### src/rtl/mul_share_pkg.sv
// Shared definitions for the multiplier-sharing controller.
//   S_*      : controller state encodings
//   NREQ_MAX : largest supported requester count
//   onehot() : index -> one-hot vector of NREQ_MAX bits
package mul_share_pkg;

    localparam int unsigned NREQ_MAX = 8;
    localparam int unsigned STW      = 3;

    localparam logic [STW-1:0] S_IDLE   = 3'd0;
    localparam logic [STW-1:0] S_LOAD_A = 3'd1;
    localparam logic [STW-1:0] S_LOAD_B = 3'd2;
    localparam logic [STW-1:0] S_ACC    = 3'd3;
    localparam logic [STW-1:0] S_DONE   = 3'd4;

    // One-hot vector with bit idx set.
    function automatic logic [NREQ_MAX-1:0] onehot(input logic [2:0] idx);
        onehot = NREQ_MAX'(1) << idx;
    endfunction

endpackage

### src/rtl/mul_share_ctrl_rr_pick.sv
// Combinational round-robin winner selection.
//   req   : request vector
//   ptr   : highest-priority index for this decision
//   valid : at least one request is set
//   idx   : first set request at ptr, ptr+1, ... (mod NREQ)
module rr_pick #(
    parameter int unsigned NREQ = 2,
    parameter int unsigned SELW = 1
) (
    input  logic [NREQ-1:0] req,
    input  logic [SELW-1:0] ptr,
    output logic            valid,
    output logic [SELW-1:0] idx
);

    int unsigned     cand;
    logic [SELW-1:0] ci;

    // Scan from the lowest priority offset down so the highest priority hit wins last.
    always_comb begin
        valid = 1'b0;
        idx   = '0;
        cand  = 0;
        ci    = '0;
        for (int i = int'(NREQ) - 1; i >= 0; i--) begin
            cand = (32'(ptr) + 32'(i)) % NREQ;
            ci   = SELW'(cand);
            if (req[ci]) begin
                valid = 1'b1;
                idx   = ci;
            end
        end
    end

endmodule

### src/rtl/mul_share_ctrl.sv
// Sequencer + round-robin arbiter sharing one repeated-addition multiplier.
//   clk, rst : clock, synchronous active-high reset
//   req      : per-requester request level (held until done)
//   gnt      : registered one-hot grant, held for the whole operation
//   done     : registered one-cycle pulse to the winner (P valid)
//   sel      : registered operand mux select (winner index)
//   busy     : registered, high outside IDLE
//   ldA, ldB, clrP, ldP, decB : datapath strobes decoded from state (and eqz)
//   eqz      : datapath flag, registered B == 0
// Build option: define MUL_SHARE_ABORT_EN to abort an operation whose
// requester drops req before completion (clrP pulse, no done).
module mul_share_ctrl
    import mul_share_pkg::*;
#(
    parameter int unsigned NREQ = 2,
    parameter int unsigned SELW = (NREQ > 1) ? $clog2(NREQ) : 1
) (
    input  logic            clk,
    input  logic            rst,
    input  logic [NREQ-1:0] req,
    output logic [NREQ-1:0] gnt,
    output logic [NREQ-1:0] done,
    output logic [SELW-1:0] sel,
    output logic            busy,
    output logic            ldA,
    output logic            ldB,
    output logic            clrP,
    output logic            ldP,
    output logic            decB,
    input  logic            eqz
);

    logic [STW-1:0]  state, state_nxt;
    logic [SELW-1:0] ptr, ptr_nxt;
    logic [NREQ-1:0] gnt_nxt, done_nxt;
    logic [SELW-1:0] sel_nxt, sel_inc;
    logic            busy_nxt;
    logic            pick_valid;
    logic [SELW-1:0] pick_idx;

    rr_pick #(.NREQ(NREQ), .SELW(SELW)) u_pick (
        .req   (req),
        .ptr   (ptr),
        .valid (pick_valid),
        .idx   (pick_idx)
    );

    // State and registered outputs.
    always_ff @(posedge clk) begin
        if (rst) begin
            state <= S_IDLE;
            ptr   <= '0;
            gnt   <= '0;
            done  <= '0;
            sel   <= '0;
            busy  <= 1'b0;
        end else begin
            state <= state_nxt;
            ptr   <= ptr_nxt;
            gnt   <= gnt_nxt;
            done  <= done_nxt;
            sel   <= sel_nxt;
            busy  <= busy_nxt;
        end
    end

    // Next state, registered-output next values and strobe decode.
    always_comb begin
        state_nxt = state;
        ptr_nxt   = ptr;
        gnt_nxt   = gnt;
        sel_nxt   = sel;
        done_nxt  = '0;
        busy_nxt  = busy;
        ldA       = 1'b0;
        ldB       = 1'b0;
        clrP      = 1'b0;
        ldP       = 1'b0;
        decB      = 1'b0;
        sel_inc   = (32'(sel) == NREQ - 1) ? '0 : sel + SELW'(1);

        case (state)
            S_IDLE: begin
                if (pick_valid) begin
                    gnt_nxt   = NREQ'(onehot(3'(pick_idx)));
                    sel_nxt   = pick_idx;
                    busy_nxt  = 1'b1;
                    state_nxt = S_LOAD_A;
                end
            end
            S_LOAD_A: begin
                ldA       = 1'b1;
                state_nxt = S_LOAD_B;
            end
            S_LOAD_B: begin
                ldB       = 1'b1;
                clrP      = 1'b1;
                state_nxt = S_ACC;
            end
            S_ACC: begin
                ldP  = ~eqz;
                decB = ~eqz;
                if (eqz) begin
                    done_nxt  = NREQ'(onehot(3'(sel)));
                    state_nxt = S_DONE;
                end
            end
            S_DONE: begin
                gnt_nxt   = '0;
                busy_nxt  = 1'b0;
                ptr_nxt   = sel_inc;
                state_nxt = S_IDLE;
            end
            default: begin
                gnt_nxt   = '0;
                busy_nxt  = 1'b0;
                state_nxt = S_IDLE;
            end
        endcase

`ifdef MUL_SHARE_ABORT_EN
        // Winner withdrew before completion: clear P and release without done.
        if ((state == S_LOAD_A || state == S_LOAD_B || state == S_ACC) && !req[sel]) begin
            ldA       = 1'b0;
            ldB       = 1'b0;
            ldP       = 1'b0;
            decB      = 1'b0;
            clrP      = 1'b1;
            done_nxt  = '0;
            gnt_nxt   = '0;
            busy_nxt  = 1'b0;
            ptr_nxt   = sel_inc;
            state_nxt = S_IDLE;
        end
`endif
    end

endmodule

### config.mk
export PLATFORM = sky130hd
export DESIGN_NAME = mul_share_ctrl
export DESIGN_NICKNAME = d
export VERILOG_FILES = /design/src/rtl/mul_share_pkg.sv /design/src/rtl/mul_share_ctrl_rr_pick.sv /design/src/rtl/mul_share_ctrl.sv
export SDC_FILE = /design/constraint.sdc
export NUM_CORES = 1
export LEC_CHECK = 0
export ABC_AREA = 0
export ABC_CLOCK_PERIOD_IN_PS = 1180
export CELL_PAD_IN_SITES_DETAIL_PLACEMENT = 0
export CELL_PAD_IN_SITES_GLOBAL_PLACEMENT = 1
export CORE_UTILIZATION = 28
export DETAILED_ROUTE_END_ITERATION = 16
export PLACE_DENSITY = 0.81
export SKIP_CTS_REPAIR_TIMING = 1
export SKIP_LAST_GASP = 1
export SYNTH_ARGS = -nofsm -noshare
export SYNTH_HDL_FRONTEND = slang
export SYNTH_SLANG_ARGS = --single-unit
### constraint.sdc
create_clock -name clk -period 1.18 [get_ports clk]
set_input_delay 0.295 -clock clk [delete_from_list [all_inputs] [get_ports clk]]
set_output_delay 0.295 -clock clk [all_outputs]
set_load 0.02 [all_outputs]
==> results of run 1 <==
flip-flops by register name, indices dropped and copies added (netlist names):
register	cells
state	3
busy	1
ptr	1
sel	1
gnt	2
done	2
worst max path at each step:
stage	startpoint	endpoint	depth (start not counted)
5_1_grt	state[1]$_SDFFE_PP0P_	clrP	2
6_report	state[2]$_SDFFE_PP0P_	decB	3
4_1_cts	eqz	decB	4
3_3_place_gp	eqz	ldP	4
3_5_place_dp	eqz	decB	4
2_1_floorplan	state[1]$_SDFFE_PP0P_	ldB	3
critical path, cell delays in order (launching register included):
cell and delay [ps]:
dfxtp_2 340, nand2b_4 160, nor2_4 90, buf_2 170
metrics by stage:
| stage | util (%) | TNS, ps | setup WS (ps) |
|---|---|---|---|
| floorplan | - | -13.28 | -13.28 |
| global placement | 48.84 | -3806 | -724.3 |
| detailed placement | 48.84 | -3923 | -753.7 |
| CTS | 51.53 | -5119 | -763.6 |
| global route | 54.40 | -841.8 | -194.8 |
| finish | 54.40 | -568.9 | -130.5 |
per-layer routing:
metal  wire [µm]  up-vias  global-route usage, %
met3          60        2                  4.891
met2         437       15                  21.83
li1            -      216                      -
met5           0        -                      0
met4          12        0                  7.500
met1         406      184                  16.67
power breakdown:
part,internal [mW],leakage [nW],total (mW),switching (mW)
logic,0.118,0.286,0.227,0.109
registers,0.361,0.0836,0.382,0.0208
clock network,0.187,0.0210,0.309,0.122
total,0.666,0.390,0.917,0.251
cells in the final DEF (no fill, tap or decap):
| master | count |
|---|---|
| clkbuf_4 | 3 |
| buf_4 | 10 |
| dlymetal6s2s_1 | 7 |
| a31o_1 | 1 |
| a21bo_1 | 1 |
| a2111oi_2 | 2 |
| dfxtp_2 | 1 |
| buf_6 | 3 |
| o2111ai_1 | 1 |
| nor2_1 | 2 |
| dfxtp_4 | 2 |
| a21oi_1 | 2 |
| nor2_4 | 1 |
| clkdlybuf4s50_1 | 3 |
| nor3_1 | 3 |
| nor4_1 | 2 |
| nand2b_1 | 1 |
| nand2_1 | 3 |
| a31oi_1 | 1 |
| buf_2 | 1 |
| nand2b_4 | 2 |
| and2_1 | 1 |
| clkbuf_8 | 1 |
| inv_1 | 2 |
| nor3b_4 | 1 |
| o21ai_1 | 3 |
| nand3b_1 | 1 |
| dfxtp_1 | 7 |
| nor2_2 | 2 |
| or2_1 | 1 |
area by class of cell:
type                            instances  area (µm²)  area share [%]
Clock buffer                            4       36.28           4.940
Inverter                                2       7.507           1.022
Tap cell                               15       18.77           2.555
Multi-Input combinational cell         31       231.5           31.52
Timing Repair Buffer                   24       231.5           31.52
Sequential cell                        10       209.0           28.45
logic make-up (layout without fill, tap and decap cells):
logic type / after synthesis / in the layout / synth area share, %
flip-flops: 10 / 10 / 47.76
AO/OA/AOI/OAI: 11 / 11 / 19.70
AND/OR/NAND/NOR: 20 / 20 / 24.78
buffers and inverters: 6 / 30 / 7.761
==> reports/metrics.yaml, run 1 <==
setup_ws_ps: -130.5
p_per_area_nw_per_um2: 1249
port_buffers: 15
fin_crit_sh_pct: 111.1
slew_headroom_pct: 82.58
dp_hpwl_um: 705.3
yosysMostFrequentCell: "dfxtp_1"
htreeDepth: 1
regToRegSetupSlack_ps: 60
grt_max_degree: 8
vias: 417
grt_usage_pct: 13.98
slew_violations: 0
drt_iter0_markers: 6
reg2regPathDepth: 4
totalWireLength_um: 916
syn_area_um2: 419.2
n_fill_cell: 136
avgSynthCellArea_um2: 8.918
cts_sinks: 10
synthTopCellsByCount: "10 x dfxtp_1, 5 x nor2_1"
syn_to_final_growth_pct: 75.22
yosys_register_bits: 10
synth-edff-count: 0
worstSetupStartpointType: "register"
clk_path_buf_depth: 2
skew_ps: 2.344
hold_ws_ps: 360.6
dieArea_um2: 1656
die_x_um: 40.69
grt_pass1_wl_mm: 1.504
start_util_pct: 31.05
drv_cap: 0
r2r-start: "state[0]$_SDFFE_PP0P_"
drc: 0
synth_nets: 52
cp_max_fo: 3
ys_async_sr_fraction_pct: 0
hp-class: "input port to register"
fin_crit_ps: 1311
antenna_found_initial: 0
fin_nets: 77
final_cell_area_um2: 734.5
finalHoldViolCount: 0
overflow: 0
layout-drive-gt1-share_pct: 40.85
p_leak_nw: 0.3901
gp_congestion: 0.7235
worst_slew_pin_slew_ps: 260.8
yosys.cell_types.count: 21
ant_nets: 0
vias_per_cell: 4.849
min_to: "state[1]$_SDFFE_PP0P_"
worstHoldStart: "eqz"
ys_dominant_reg_cell: "dfxtp_1"
min_path_cells: 3
synth_area_leader_cell: "dfxtp_1"
dpl_cell_area_um2: 659.4
n_antenna_cell: 0
rsz0062_at_grt: "true"
fmax_mhz: 763.1
violations: "negative setup slack"
io_pins: 16
dp.cells: 82
netlist.area_leader.share_pct: 47.76
finalPower_mw: 0.9174
cts_buffers: 3
clk_pin_slew_worst_paths_ps: 70
crit_path_end_kind: "primary output"
yosysSeqAreaShare_pct: 47.76
setup_viol: 5
netlist_instances: 47
insertion_delay_ps: 270
outcome: "finished with violations"
critical_path_class: "register to primary output"
crit_required_ps: 880
ir_worst_vdd_v: 0.0006165
first_pass_iters: 2
crit_arrival_ps: 1020
cts_tree: "built"
chipHeight_um: 40.69
ctsRootBufferMaster: "clkbuf_4"
final-instance-count-excl-fill: 86
grt_pass1_vias: 367
r2r-end: "gnt[0]$_SDFFE_PP0P_"
post_drt_wl_per_cell_um: 10.65
synth_warnings: 0
coreArea_um2: 1350
num_rows: 13
yosys-top-cells-area: "dfxtp_1 48%, nand2b_1 4.5%, nor2_1 4.5%"
(Power assumes the default switching activity.)
==> run 2: changes to the inputs <==
Settings changed: GPL_TIMING_DRIVEN set to 0.
==> run 2 against run 1 <==
  * The run still ends with negative setup slack left
  * Via count shrank 1.2%
  * Clock power shrank 3%
  * Routed wire length shrank 0.76%
  * Register-to-register slack lost 170 ps
  * Cell area shrank 1.0%
  * Clock-buffer cell count is the same
  * Fmax shrank 12%
  * Largest cell class is now buffers
  * Largest power group unchanged
==> reports/metrics.yaml, run 2 (same netlist as run 1, synthesis figures left out) <==
outcome: "finished with violations"
violations: "negative setup slack"
crit_required_ps: 880
grt_pass1_wl_mm: 1.442
ctsRootBufferMaster: "clkbuf_4"
crit_arrival_ps: 1190
fmax_mhz: 675.1
reg2regPathDepth: 5
setup_viol: 11
layout_common_cells: "8 x dfxtp_1, 7 x buf_6, 6 x dlymetal6s2s_1, 5 x buf_4"
seq_area_um2: 202.7
die_x_um: 40.69
mostFrequentLayoutCell: "dfxtp_1"
htreeDepth: 1
r2r-end: "gnt[0]$_SDFFE_PP0P_"
dieArea_um2: 1656
hp-class: "input port to register"
min_to: "state[1]$_SDFFE_PP0P_"
worstSetupStartpointType: "register"
critical_path_class: "register to primary output"
ant_nets: 0
drt_iter0_markers: 8
finalSetupTns_ps: -1417
dp_hpwl_um: 600.7
largestRegisters: "state (3), done (2), gnt (2)"
final-instance-count-excl-fill: 86
totalWireLength_um: 909
num_rows: 13
multi_input_area_um2: 230.2
clk_pin_slew_worst_paths_ps: 60
cts_buffers: 3
clk_path_buf_depth: 2
cp_max_fo: 4
overflow: 0
r2r-start: "state[1]$_SDFFE_PP0P_"
fin_crit_sh_pct: 125.5
grt_pass1_vias: 346
fin_nets: 77
ir_worst_vdd_v: 0.0006769
regToRegSetupSlack_ps: -110
post_drt_wl_per_cell_um: 10.57
rsz0062_at_grt: "true"
gp_congestion: 0.6685
insertion_delay_ps: 260
vias_per_cell: 4.791
first_pass_iters: 4
setup_ws_ps: -301.2
chipHeight_um: 40.69
n_antenna_cell: 0
port_buffers: 15
cts_tree: "built"
worst_slew_pin_slew_ps: 351.1
slew_headroom_pct: 76.51
finalHoldViolCount: 0
dp.cells: 77
crit_path_end_kind: "primary output"
regMostFlops: "state"
p_per_area_nw_per_um2: 1250
min_path_cells: 2
start_util_pct: 31.05
grt_usage_pct: 13.54
coreArea_um2: 1350
grt_max_degree: 11
layout-drive-gt1-share_pct: 40.85
slew_violations: 0
antenna_found_initial: 0
syn_to_final_growth_pct: 73.43
p_leak_nw: 0.3718
post-route-util_pct: 53.85
drc: 0
fin_crit_ps: 1481
drv_cap: 0
n_fill_cell: 130
worstHoldStart: "eqz"
io_pins: 16
vias: 412
cts_sinks: 10
finalPower_mw: 0.9086
largest_reg_flops: 3
skew_ps: 1.528
[run 2: how the worst max path moves through the flow]
stage / from / endpoint / slack (ps) / depth (start not counted)
after global routing: state[2]$_SDFFE_PP0P_ / ldP / -370 / 5
after CTS: eqz / ldP / -890 / 5
after global placement: eqz / ldP / -880 / 5
final: state[2]$_SDFFE_PP0P_ / ldP / -300 / 5
after detailed placement: eqz / ldP / -880 / 5
after floorplan: state[1]$_SDFFE_PP0P_ / ldB / -10 / 3
[run 2: cell type report]
type / count / area share [%]
Buffer: 4 / 6.196
Clock buffer: 4 / 4.991
Inverter: 2 / 1.033
Multi-Input combinational cell: 31 / 31.67
Sequential cell: 10 / 27.88
Tap cell: 15 / 2.582
Timing Repair Buffer: 20 / 25.65
[run 2: metal layers]
| metal | vias up | global-route usage [%] | share of wire (%) |
|---|---|---|---|
| li1 | 218 | - | - |
| met1 | 179 | 17.73 | 49 |
| met2 | 13 | 19.05 | 44 |
| met3 | 2 | 3.261 | 6.6 |
| met4 | 0 | 10.00 | 0.66 |
| met5 | - | 0 | 0 |
[run 2: where the power goes]
group	leakage, nW	internal [mW]	switching, mW
clock	0.0210	0.187	0.113
sequential	0.0825	0.362	0.0208
combinational	0.268	0.115	0.112
total	0.372	0.663	0.245
[run 2: per-stage QoR]
step	instance area [µm²]	hold WS, ps	worst slack (ps)
2_1_floorplan	467.9	364.1	-13.28
6_report	726.9	306.4	-301.2
5_1_grt	726.9	305.4	-367.2
4_1_cts	673.1	462.7	-887.6
3_3_place_gp	636.9	440.3	-878.3
3_5_place_dp	636.9	447.4	-881.3
[run 2: critical path, stage by stage (launching register included)]
cell and delay [ps]:
dfxtp_1 310, buf_6 120, nand2b_4 160, nor2_4 100, buf_6 90, buf_2 150
==> run 3: changes to the inputs <==
Settings changed: GPL_TIMING_DRIVEN 0 to unset, PLACE_DENSITY 0.81 to unset, PLACE_DENSITY_LB_ADDON set to 0.1, TNS_END_PERCENT set to 20.
==> run 3 against run 2 <==
  * The run still ends with negative setup slack left
  * Sequential power about the same
  * Combinational power grew 6%
  * Final cell count is 4.7% higher
==> reports/metrics.yaml, run 3 (same netlist as run 1, synthesis figures left out) <==
violations: "negative setup slack"
finalPower_mw: 0.9360
worst_slew_pin_slew_ps: 312.8
fin_crit_sh_pct: 126.1
dp_hpwl_um: 714.3
cp_max_fo: 2
grt_pass1_wl_mm: 1.566
cp_slowest_cell: "clkdlybuf4s50_1"
slew_headroom_pct: 78.61
crit_path_end_kind: "primary output"
dieArea_um2: 1656
setup_ws_ps: -307.4
preCtsSetupSlack_ps: -737.9
worstSetupStartpointType: "register"
layout_common_cells: "13 x buf_4, 8 x clkdlybuf4s50_1, 7 x dfxtp_1, 4 x dlymetal6s2s_1"
cts_buffers: 3
n_fill_cell: 141
clk_pin_slew_worst_paths_ps: 70
htreeDepth: 1
syn_to_final_growth_pct: 79.40
ir_worst_vdd_v: 0.0006881
p_per_area_nw_per_um2: 1245
rsz0062_at_grt: "true"
setup_viol: 13
coreArea_um2: 1350
ant_nets: 0
io_pins: 16
vias: 428
die_x_um: 40.69
antenna_found_initial: 0
fin_nets: 81
layout-drive-gt1-share_pct: 38.67
n_antenna_cell: 0
drt_iter0_markers: 8
largest_reg_flops: 3
grt_max_degree: 8
r2r-start: "state[1]$_SDFFE_PP0P_"
cpPeakStageDelay_ps: 600
port_buffers: 15
crit_required_ps: 880
mostFrequentLayoutCell: "buf_4"
finalHoldViolCount: 0
final_cell_area_um2: 752.0
vias_per_cell: 4.756
post-route-util_pct: 55.70
crit_buf_inv: 1
cp_cell_sequence: "clkdlybuf4s50_1"
totalWireLength_mm: 1.010
hold_ws_ps: 367.9
cts_tree: "built"
worstHoldStart: "eqz"
hp-class: "input port to register"
ctsRootBufferMaster: "clkbuf_4"
dp.cells: 86
insertion_delay_ps: 270
clk_path_buf_depth: 2
fin_crit_ps: 1487
drv_cap: 0
slew_violations: 0
dpl_cell_area_um2: 689.4
final-instance-count-excl-fill: 90
largestRegisters: "state (3), done (2), gnt (2)"
first_pass_iters: 4
outcome: "finished with violations"
start_util_pct: 31.05
critical_path_class: "register to primary output"
grt_pass1_vias: 381
skew_ps: 6.316
post_drt_wl_per_cell_um: 11.22
p_leak_nw: 0.3524
finalSetupTns_ps: -2538
cpLargestDelayFamily: "buffers and inverters"
gp_congestion: 0.7261
cts_sinks: 10
drc: 0
chipHeight_um: 40.69
fmax_mhz: 672.3
crit_arrival_ps: 1190
overflow: 0
crit_start: "busy$_SDFFE_PP0P_"
num_rows: 13
regMostFlops: "state"
grt_usage_pct: 14.93
## run 3: changes by cell type in the layout (fill, tap and decap cells not counted), sizes merged
cell           before  now
clkdlybuf4s50       2    8
dlymetal6s2s        6    4
## run 3: area by class of cell
cell class | instances | area (µm²) | share of cell area, %
sequential | 10 | 206.4 | 27.45
clock buffer | 4 | 36.28 | 4.825
multi-input combinational | 31 | 227.7 | 30.28
inverter | 2 | 7.507 | 0.9983
tap | 15 | 18.77 | 2.496
timing repair buffer | 28 | 255.2 | 33.94
## run 3: worst paths after layout
kind,endpoint,cells past startpoint,slack (ps)
min reg2reg,gnt[1]$_SDFFE_PP0P_,2,460
min,state[1]$_SDFFE_PP0P_,3,370
max,busy,1,-310
max reg2reg,gnt[0]$_SDFFE_PP0P_,5,-130
## run 3: routing by layer
metal / global-route usage, % / wire length [µm] / vias to the layer above
met2: 22.22 / 489 / 16
met3: 3.261 / 58 / 2
met4: 12.50 / 11 / 0
met1: 18.09 / 451 / 188
li1: - / - / 222
met5: 0 / 0 / -
## run 3: where the power goes
part	internal (mW)	switching, mW	total, mW
clock	0.187	0.127	0.315
sequential	0.360	0.0219	0.381
combinational	0.129	0.111	0.240
total	0.676	0.260	0.936
## run 3: worst min-delay path, cell delays in order
cell	delay, ps
dlymetal6s2s_1	110
buf_4	120
a31oi_1	70
